==> src/rtl/dram_arb_pkg.sv <==
// Shared defaults and index/count types for the DRAM port arbiter.
package dram_arb_pkg;

  localparam int unsigned N_REQ_DEF    = 4;
  localparam int unsigned AW_DEF       = 32;
  localparam int unsigned DW_DEF       = 64;
  localparam int unsigned ID_DEPTH_DEF = 8;

  localparam int unsigned ID_W  = $clog2(N_REQ_DEF);
  localparam int unsigned CNT_W = $clog2(ID_DEPTH_DEF) + 1;

  typedef logic [ID_W-1:0]  req_id_t;
  typedef logic [CNT_W-1:0] cnt_t;

endpackage

==> src/rtl/dram_port_arbiter_rr_grant.sv <==
// Round-robin grant: first requester after ptr wins; one-hot grant plus encoded id.
module rr_grant #(
  parameter int unsigned N   = 4,
  parameter int unsigned IDW = $clog2(N)
) (
  input  logic [N-1:0]   req,
  input  logic           en,
  input  logic [IDW-1:0] ptr,
  output logic [N-1:0]   gnt,
  output logic [IDW-1:0] gnt_id
);

  logic           found;
  logic [IDW-1:0] idx;

  always_comb begin
    gnt    = '0;
    gnt_id = '0;
    found  = 1'b0;
    idx    = '0;
    for (int unsigned i = 1; i <= N; i++) begin
      idx = IDW'((32'(ptr) + i) % N);
      if (en && !found && req[idx]) begin
        found    = 1'b1;
        gnt[idx] = 1'b1;
        gnt_id   = idx;
      end
    end
  end

endmodule

==> src/rtl/dram_port_arbiter.sv <==
// Shares DRAM read-address/read-data/write channels among N_REQ requesters.
// Write arbiter is built only when DRAM_ARB_WRITE_EN is defined.
module dram_port_arbiter
  import dram_arb_pkg::*;
#(
  parameter int unsigned N_REQ    = N_REQ_DEF,
  parameter int unsigned AW       = AW_DEF,
  parameter int unsigned DW       = DW_DEF,
  parameter int unsigned ID_DEPTH = ID_DEPTH_DEF
) (
  input  logic                     i_clk,
  input  logic                     i_rst,
  input  logic [N_REQ-1:0]         i_ra_rdy,
  output logic [N_REQ-1:0]         o_ra_ack,
  input  logic [N_REQ-1:0][AW-1:0] i_ra_addr,
  output logic [N_REQ-1:0]         o_rd_rdy,
  input  logic [N_REQ-1:0]         i_rd_ack,
  output logic [DW-1:0]            o_rd_data,
  output logic                     o_dramra_rdy,
  input  logic                     i_dramra_ack,
  output logic [AW-1:0]            o_dramra_addr,
  input  logic                     i_dramrd_rdy,
  output logic                     o_dramrd_ack,
  input  logic [DW-1:0]            i_dramrd_data,
  input  logic [N_REQ-1:0]         i_w_rdy,
  output logic [N_REQ-1:0]         o_w_ack,
  input  logic [N_REQ-1:0][AW-1:0] i_w_addr,
  input  logic [N_REQ-1:0][DW-1:0] i_w_data,
  output logic                     o_dramw_rdy,
  input  logic                     i_dramw_ack,
  output logic [AW-1:0]            o_dramw_addr,
  output logic [DW-1:0]            o_dramw_data
);

  localparam int unsigned IDW = $clog2(N_REQ);
  localparam int unsigned PW  = $clog2(ID_DEPTH);
  localparam int unsigned CW  = PW + 1;

  // ---------------- read-address arbiter ----------------
  logic           ra_vld;
  logic [AW-1:0]  ra_addr_q;
  logic [IDW-1:0] ra_ptr;
  logic [CW-1:0]  rd_cnt;
  logic           ra_free;
  logic           ra_en;
  logic [IDW-1:0] ra_gid;

  // Full is judged on the registered count so a pop cannot free a slot combinationally.
  assign ra_free = !ra_vld || i_dramra_ack;
  assign ra_en   = ra_free && (rd_cnt < CW'(ID_DEPTH)) && (|i_ra_rdy);

  rr_grant #(.N(N_REQ), .IDW(IDW)) u_ra_rr (
    .req    (i_ra_rdy),
    .en     (ra_en),
    .ptr    (ra_ptr),
    .gnt    (o_ra_ack),
    .gnt_id (ra_gid)
  );

  always_ff @(posedge i_clk or posedge i_rst) begin
    if (i_rst) begin
      ra_vld    <= 1'b0;
      ra_addr_q <= '0;
      ra_ptr    <= IDW'(N_REQ - 1);
    end else if (ra_en) begin
      ra_vld    <= 1'b1;
      ra_addr_q <= i_ra_addr[ra_gid];
      ra_ptr    <= ra_gid;
    end else if (i_dramra_ack) begin
      ra_vld    <= 1'b0;
    end
  end

  assign o_dramra_rdy  = ra_vld;
  assign o_dramra_addr = ra_addr_q;

  // ---------------- in-order id FIFO and read return ----------------
  logic [IDW-1:0] id_mem [ID_DEPTH];
  logic [PW-1:0]  id_wptr;
  logic [PW-1:0]  id_rptr;
  logic           id_empty;
  logic [IDW-1:0] id_head;
  logic           rd_pop;

  assign id_empty = (rd_cnt == '0);
  assign id_head  = id_mem[id_rptr];

  always_comb begin
    o_rd_rdy = '0;
    if (i_dramrd_rdy && !id_empty) o_rd_rdy[id_head] = 1'b1;
  end

  assign o_dramrd_ack = !id_empty && i_rd_ack[id_head];
  assign o_rd_data    = i_dramrd_data;
  assign rd_pop       = o_dramrd_ack && i_dramrd_rdy;

  always_ff @(posedge i_clk or posedge i_rst) begin
    if (i_rst) begin
      id_wptr <= '0;
      id_rptr <= '0;
      rd_cnt  <= '0;
      for (int i = 0; i < int'(ID_DEPTH); i++) id_mem[i] <= '0;
    end else begin
      if (ra_en) begin
        id_mem[id_wptr] <= ra_gid;
        id_wptr         <= id_wptr + PW'(1);
      end
      if (rd_pop) id_rptr <= id_rptr + PW'(1);
      case ({ra_en, rd_pop})
        2'b10:   rd_cnt <= rd_cnt + CW'(1);
        2'b01:   rd_cnt <= rd_cnt - CW'(1);
        default: rd_cnt <= rd_cnt;
      endcase
    end
  end

`ifndef SYNTHESIS
  // A DRAM read beat with nothing outstanding is a protocol error.
  always_ff @(posedge i_clk) begin
    if (!i_rst) begin
      assert (!(i_dramrd_rdy && id_empty))
        else $error("dram_port_arbiter: read data returned with no outstanding read");
    end
  end
`endif

  // ---------------- write arbiter ----------------
`ifdef DRAM_ARB_WRITE_EN
  logic           w_vld;
  logic [AW-1:0]  w_addr_q;
  logic [DW-1:0]  w_data_q;
  logic [IDW-1:0] w_ptr;
  logic           w_en;
  logic [IDW-1:0] w_gid;

  assign w_en = (!w_vld || i_dramw_ack) && (|i_w_rdy);

  rr_grant #(.N(N_REQ), .IDW(IDW)) u_w_rr (
    .req    (i_w_rdy),
    .en     (w_en),
    .ptr    (w_ptr),
    .gnt    (o_w_ack),
    .gnt_id (w_gid)
  );

  // The stage's requester id is w_ptr itself: the pointer only moves on a grant.
  always_ff @(posedge i_clk or posedge i_rst) begin
    if (i_rst) begin
      w_vld    <= 1'b0;
      w_addr_q <= '0;
      w_data_q <= '0;
      w_ptr    <= IDW'(N_REQ - 1);
    end else if (w_en) begin
      w_vld    <= 1'b1;
      w_addr_q <= i_w_addr[w_gid];
      w_data_q <= i_w_data[w_gid];
      w_ptr    <= w_gid;
    end else if (i_dramw_ack) begin
      w_vld    <= 1'b0;
    end
  end

  assign o_dramw_rdy  = w_vld;
  assign o_dramw_addr = w_addr_q;
  assign o_dramw_data = w_data_q;
`else
  logic unused_w;
  assign unused_w     = ^{i_w_rdy, i_w_addr, i_w_data, i_dramw_ack};
  assign o_w_ack      = '0;
  assign o_dramw_rdy  = 1'b0;
  assign o_dramw_addr = '0;
  assign o_dramw_data = '0;
`endif

endmodule
==> config.mk <==
export PLATFORM = sky130hd
export DESIGN_NAME = dram_port_arbiter
export DESIGN_NICKNAME = d
export VERILOG_FILES = /design/src/rtl/dram_arb_pkg.sv /design/src/rtl/dram_port_arbiter_rr_grant.sv /design/src/rtl/dram_port_arbiter.sv
export SDC_FILE = /design/constraint.sdc
export NUM_CORES = 1
export LEC_CHECK = 0
export BUFFER_PORTS_ARGS = -buffer_cell sky130_fd_sc_hd__buf_2
export CORE_AREA = 2 2 311 313
export CTS_BUF_LIST = sky130_fd_sc_hd__clkbuf_8
export DETAILED_ROUTE_END_ITERATION = 8
export DIE_AREA = 0 0 313 315
export GPL_ROUTABILITY_DRIVEN = 0
export PLACE_DENSITY = 0.31
export SYNTH_ARGS = -nofsm -noshare
export SYNTH_HDL_FRONTEND = slang
export SYNTH_SLANG_ARGS = --single-unit
==> constraint.sdc <==
create_clock -name i_clk -period 4.35 [get_ports i_clk]
set_input_delay 0.435 -clock i_clk [delete_from_list [all_inputs] [get_ports i_clk]]
set_output_delay 0.435 -clock i_clk [all_outputs]
set_load 0.05 [all_outputs]
==> results of run 1 <==
cell usage in the layout (no fill, tap or decap), types with 3 or more instances in the layout:
cell type / n
a2111oi_4: 21
a211oi_1: 13
a211oi_2: 10
a21oi_1: 26
a221o_1: 4
a221oi_2: 9
and2_1: 3
buf_2: 181
buf_4: 21
clkbuf_8: 10
conb_1: 101
dfrtp_1: 59
diode_2: 3
ha_1: 13
inv_1: 5
mux2_2: 42
mux2i_1: 39
mux4_2: 9
nand2_1: 44
nand2b_1: 3
nand3_1: 29
nor2_1: 9
nor2b_1: 5
nor3_1: 3
nor4_1: 5
o21ai_0: 11
o221a_2: 21
o22ai_1: 41
xnor2_1: 5
xor2_1: 3
state kept, by name, summed over array words and instances, names as in the netlist:
name,count
o_dramra_addr,32
id_mem,16
rd_cnt,4
id_rptr,3
id_wptr,3
ra_ptr,2
o_dramra_rdy,1
synthesized netlist by cell type, drive strengths merged, types with 2 or more instances:
library cell / count / share of area [%]
a2111oi: 22 / 8.8
a211oi: 23 / 3.3
a21o: 2 / 0.22
a21oi: 26 / 1.9
a221o: 4 / 0.60
a221oi: 11 / 2.3
and2: 4 / 0.41
buf: 183 / 21
clkbuf: 31 / 1.7
dfrtp: 59 / 22
dfstp: 2 / 0.79
ha: 13 / 2.4
inv: 7 / 0.39
mux2: 42 / 7.1
mux2i: 39 / 5.8
mux4: 9 / 3.0
nand2: 45 / 2.6
nand2b: 4 / 0.37
nand3: 29 / 2.2
nand3b: 2 / 0.22
nor2: 10 / 0.56
nor2b: 5 / 0.47
nor3: 5 / 0.37
nor4: 5 / 0.47
o21ai: 11 / 0.82
o21bai: 2 / 0.22
o221a: 21 / 3.5
o22ai: 41 / 3.8
or4: 2 / 0.22
xnor2: 5 / 0.65
xor2: 3 / 0.39
per-stage QoR:
step                      area [sq um]  worst slack [ns]  power (W)  hold slack (ns)  std cells
after floorplan                   7070             0.946    0.00475            0.445        779
after global placement            8300             0.270    0.00585            0.462       2044
after detailed placement          8300             0.249    0.00589            0.475       2044
after CTS                         8500             0.163    0.00658            0.107       2060
after global routing              8510           0.00687    0.00689            0.143       2060
final                             8510             0.181    0.00640            0.128       2063
routing by layer:
layer  GRT usage, %  up-vias
li1               -     2479
met1           7.87     2624
met2           9.34      304
met3           2.66       70
met4           1.95        6
met5              0        -
cell type report:
type	instances	area [sq um]
multi-input cells	497	4060
repair buffers	203	1080
diodes	3	7.51
flip-flops and latches	61	1530
well taps	1276	1600
clock buffers	10	138
inverters	7	27.5
fillers	11100	87200
clock inverters	6	68.8
path summary, 6_finish.rpt:
kind                                       start                            end  slack (ns)  cells past startpoint
max                        ra_ptr[1]$_DFFE_PP1P_  o_dramra_addr[30]$_DFFE_PP0P_        0.18                      9
min                                        i_rst  o_dramra_addr[17]$_DFFE_PP0P_        0.13                      2
max reg2reg                ra_ptr[1]$_DFFE_PP1P_  o_dramra_addr[30]$_DFFE_PP0P_        0.18                      9
min reg2reg                id_mem[5]$_DFFE_PP0P_          id_mem[5]$_DFFE_PP0P_        0.49                      2
max in group asynchronous                  i_rst  o_dramra_addr[28]$_DFFE_PP0P_        3.24                      3
min in group i_clk                 i_ra_addr[31]  o_dramra_addr[31]$_DFFE_PP0P_        0.33                      3
power groups by stage:
stage / combinational, W / clock [W] / sequential (W)
after floorplan: 0.00316 / 0 / 0.00159
after global placement: 0.00473 / 0 / 0.00112
after detailed placement: 0.00476 / 0 / 0.00113
after CTS: 0.00478 / 0.000688 / 0.00112
after global routing: 0.00503 / 0.000699 / 0.00116
final: 0.00465 / 0.000631 / 0.00111
worst max-delay path, cell delays in order (launching register included):
cell and delay (ns):
dfstp_2 0.66, inv_1 0.08, ha_1 0.42, mux4_2 0.45, or4_1 0.50, or4_2 0.61
buf_4 0.31, and2_4 0.42, a2111oi_4 0.33, a211oi_1 0.08
cell families after synthesis:
kind of cell / after synthesis / share of synthesized area, %
AND/OR/NAND/NOR: 114 / 8.15
flip-flops: 61 / 22.8
other: 1 / 0.0560
AO/OA/AOI/OAI: 170 / 26.4
multiplexers: 90 / 15.9
XOR/XNOR: 8 / 1.05
buffers and inverters: 221 / 22.8
adder cells (fa/ha/maj): 14 / 2.73
repair_timing:
item / 4_1_cts / 5_1_grt
gates resized for setup: 0 / 1
endpoints found under the hold margin: 0 / 0
setup endpoints to repair: 0 / 3
==> flow_summary.yaml, run 1 <==
outcome:
  outcome: "finished clean"
floorplanning:
  boundaryPins: 800
  initial_core_util_pct: 6.99
  rows: 114
  fp.dieW_microns: 313
  fp.dieH_microns: 315
  core_sq_um: 95700
  fp.dieArea_sq_um: 98600
timing:
  hold_viol: 0
  setup-tns-final_ns: 0
  post-route-min-period_ns: 4.17
  worst_pin_slew_ns: 1.06
  fin_skew_ns: 0.0205
  drv_slew: 0
  rsz0062_at_grt: "false"
  min_period_over_period_pct: 95.8
  setup_viol: 0
  relSlewSlack_pct: 29.4
  max_freq_ghz: 0.240
critical_path:
  arrival_ns: 4.42
  start_kind: "flop"
  critPathKind: "reg2reg"
  cp_max_fo: 30
  crit_required_ns: 4.60
  end_kind: "flop"
global_routing:
  grt_pass1_vias: 5340
  grt_use_total_pct: 6.18
  antenna_found_initial: 12
  grt_pass1_wl_microns: 42100
  grt_max_degree: 69
  grt_overflow: 0
drt:
  drt_iter0_drc: 234
  drc: 0
  wl_per_cell_microns: 15.0
  top_layer: "met5"
  ant_nets: 0
  wirelength_microns: 30900
  dr_wl_met2_microns: 13500
  viasPerCell: 2.66
  wl_met1_microns: 13400
  vias: 5483
  drt_pass1_iterations: 4
  wl_met3_microns: 3250
synth:
  synth_edf_count: 0
  ys.flop_type: "dfrtp_1"
  ys_ff_latch: 61
  ys_warn_count: 0
  synth-async-reset-ratio_pct: 100
  syn_inst: 679
  syn_avg_cell_area_sq_um: 9.86
  synth.distinct_cells: 52
  synth.yosys.seq_area_share_pct: 22.8
  syn_area_sq_um: 6690
final_layout:
  fin_util_pct: 8.90
  final_net_count: 1386
  drive_gt1_share_pct: 43.9
  syn2layout_area_growth_pct: 27.2
clock_network:
  postCtsHoldBufs: 0
  clock_sinks: 61
  post_cts_buffers: 0
  insertion_delay_ns: 0.43
  cts_buffers: 9
  h-tree-depth: 3
  cts-root-buf: "clkbuf_8"
  cts_max_path_buffers: 2
  clk_pin_slew_worst_paths_ns: 0.11
  cts_tree: "yes"
power:
  power_frac_seq_pct: 17.4
  p_leak_nw: 3.10
  intPower_w: 0.00268
  power_frac_comb_pct: 72.7
  power.share.clock_pct: 9.9
  p_sw_w: 0.00371
  irDropWorstVdd_uv: 398
  cellPowerDensity_nw_per_um2: 751
  switching_share_pct: 58.0
placed_design:
  dp_hpwl_microns: 23000
  portBuffers: 181
flow_run:
  drv_cap: 0
worst_hold_path:
  hold_path_class: "in2async"
Note: power is estimated with default switching activity, not from simulation.
==> run 2, diff against run 1 <==
--- a/config.mk
+++ b/config.mk
@@ -6,10 +6,9 @@
 export NUM_CORES = 1
 export LEC_CHECK = 0
 export BUFFER_PORTS_ARGS = -buffer_cell sky130_fd_sc_hd__buf_2
-export CORE_AREA = 2 2 311 313
-export CTS_BUF_LIST = sky130_fd_sc_hd__clkbuf_8
+export CORE_AREA = 2 2 315 317
 export DETAILED_ROUTE_END_ITERATION = 8
-export DIE_AREA = 0 0 313 315
+export DIE_AREA = 0 0 317 319
 export GPL_ROUTABILITY_DRIVEN = 0
 export PLACE_DENSITY = 0.31
 export SYNTH_ARGS = -nofsm -noshare
==> flow_summary.yaml, run 2 (synthesized netlist as in run 1, its figures left out) <==
power:
  power_frac_seq_pct: 16.9
  p_leak_nw: 3.13
  p_sw_w: 0.00372
  intPower_w: 0.00283
  cellPowerDensity_nw_per_um2: 762
  irDropWorstVdd_uv: 301
  switching_share_pct: 56.7
  power.share.clock_pct: 12.6
  power_frac_comb_pct: 70.5
critical_path:
  start_kind: "flop"
  crit_chain: "inv_1 > ha_1 > mux4_2 > or4_1 > nor3_1 > a221o_1 > buf_2"
  end_kind: "output pin"
  crit_start: "ra_ptr[1]$_DFFE_PP1P_"
  cp_max_fo: 9
  arrival_ns: 3.58
  cp_num_buf_inv: 2
  critPathKind: "reg2out"
  r2r_start: "ra_ptr[1]$_DFFE_PP1P_"
  critPathMaxStageDelay_ns: 0.53
  cp_top_family: "simple AND/OR/NAND/NOR gates"
  crit_required_ns: 3.91
  critPathSlowestCell: "dfstp_2"
timing:
  setup-tns-final_ns: 0
  fin_skew_ns: 0.0137
  post-route-min-period_ns: 4.02
  relSlewSlack_pct: 27.3
  setup_viol: 0
  max_freq_ghz: 0.249
  rsz0062_at_grt: "false"
  worst_pin_slew_ns: 1.09
  hold_viol: 0
  drv_slew: 0
  min_period_over_period_pct: 92.4
floorplanning:
  fp.dieArea_sq_um: 101000
  fp.dieW_microns: 317
  initial_core_util_pct: 6.85
  rows: 115
  boundaryPins: 800
  fp.dieH_microns: 319
  core_sq_um: 97700
final_layout:
  largest_register_ffs: 32
  final_net_count: 1384
  fin_cells: 2072
  drive_gt1_share_pct: 43.6
  syn2layout_area_growth_pct: 28.5
  fin_area_sq_um: 8600
  final_cell_mix: "buf_2, conb_1, dfrtp_1"
  final_common_cell: "buf_2"
drt:
  drc: 0
  ant_nets: 0
  drt_pass1_iterations: 4
  drt_iter0_drc: 265
  viasPerCell: 2.63
  wl_per_cell_microns: 17.1
  wirelength_microns: 35300
  vias: 5441
placed_design:
  place_area_sq_um: 8280
  dp_hpwl_microns: 27600
  portBuffers: 181
  dp_cells: 2053
global_routing:
  grt_max_degree: 59
  grt_pass1_vias: 5431
  grt_use_total_pct: 6.92
  antenna_found_initial: 8
  grt_pass1_wl_microns: 46800
  grt_overflow: 0
clock_network:
  h-tree-depth: 3
  cts_max_path_buffers: 2
  cts_tree: "yes"
  insertion_delay_ns: 0.38
  cts_buffers: 9
  clk_pin_slew_worst_paths_ns: 0.07
  cts_resized: 0
  postCtsHoldBufs: 0
  cts-root-buf: "clkbuf_16"
  clock_sinks: 61
  post_cts_buffers: 0
worst_hold_path:
  hold_path_class: "in2async"
outcome:
  outcome: "finished clean"
flow_run:
  drv_cap: 0
==> run 2: worst paths after layout <==
kind                       slack [ns]  cells after the start                             to
max                              0.33                      7                    o_ra_ack[2]
min                              0.22                      2          rd_cnt[2]$_DFFE_PP0P_
max reg2reg                      0.37                      8   o_dramra_addr[9]$_DFFE_PP0P_
min reg2reg                      0.48                      2          id_mem[3]$_DFFE_PP0P_
max in group asynchronous        3.24                      3   o_dramra_addr[6]$_DFFE_PP0P_
min in group i_clk               0.41                      3  o_dramra_addr[28]$_DFFE_PP0P_
==> run 2: through the flow <==
step / hold WS, ns / setup WS [ns] / total power, W / utilization (%)
6_report: 0.220 / 0.333 / 0.00655 / 8.80
5_1_grt: 0.271 / 0.0410 / 0.00707 / 8.79
4_1_cts: 0.250 / 0.215 / 0.00676 / 8.79
3_5_place_dp: 0.470 / 0.295 / 0.00586 / 8.48
3_3_place_gp: 0.461 / 0.256 / 0.00585 / 8.48
2_1_floorplan: 0.445 / 0.946 / 0.00475 / -
==> run 2: power groups by stage <==
stage          combinational (W)  sequential, W  clock (W)
2_1_floorplan            0.00316        0.00159          0
3_3_place_gp             0.00473        0.00112          0
3_5_place_dp             0.00474        0.00112          0
4_1_cts                  0.00475        0.00112   0.000891
5_1_grt                  0.00502        0.00116   0.000896
6_report                 0.00462        0.00111   0.000823
==> run 2: layout make-up <==
cell class | instances | area, sq um
inverter | 7 | 27.5
clock inverter | 6 | 68.8
tap | 1287 | 1610
sequential | 61 | 1530
fill | 11300 | 89100
clock buffer | 10 | 239
antenna | 3 | 7.51
multi-input combinational | 497 | 4060
timing repair buffer | 201 | 1060
==> run 2: layer usage <==
metal | GRT usage, % | share of wire [%] | vias to the layer above
met4 | 4.93 | 6.9 | 2
li1 | - | - | 2478
met5 | 0 | 0.037 | -
met1 | 7.71 | 38 | 2562
met2 | 11.2 | 46 | 330
met3 | 2.08 | 9.2 | 69
==> run 2: worst register-to-register path, cell delays in order (launching register included) <==
cell	delay [ns]
dfstp_2	0.53
inv_1	0.15
ha_1	0.46
mux4_2	0.45
or4_1	0.50
or4_2	0.81
and2_4	0.49
a2111oi_4	0.34
a211oi_1	0.08
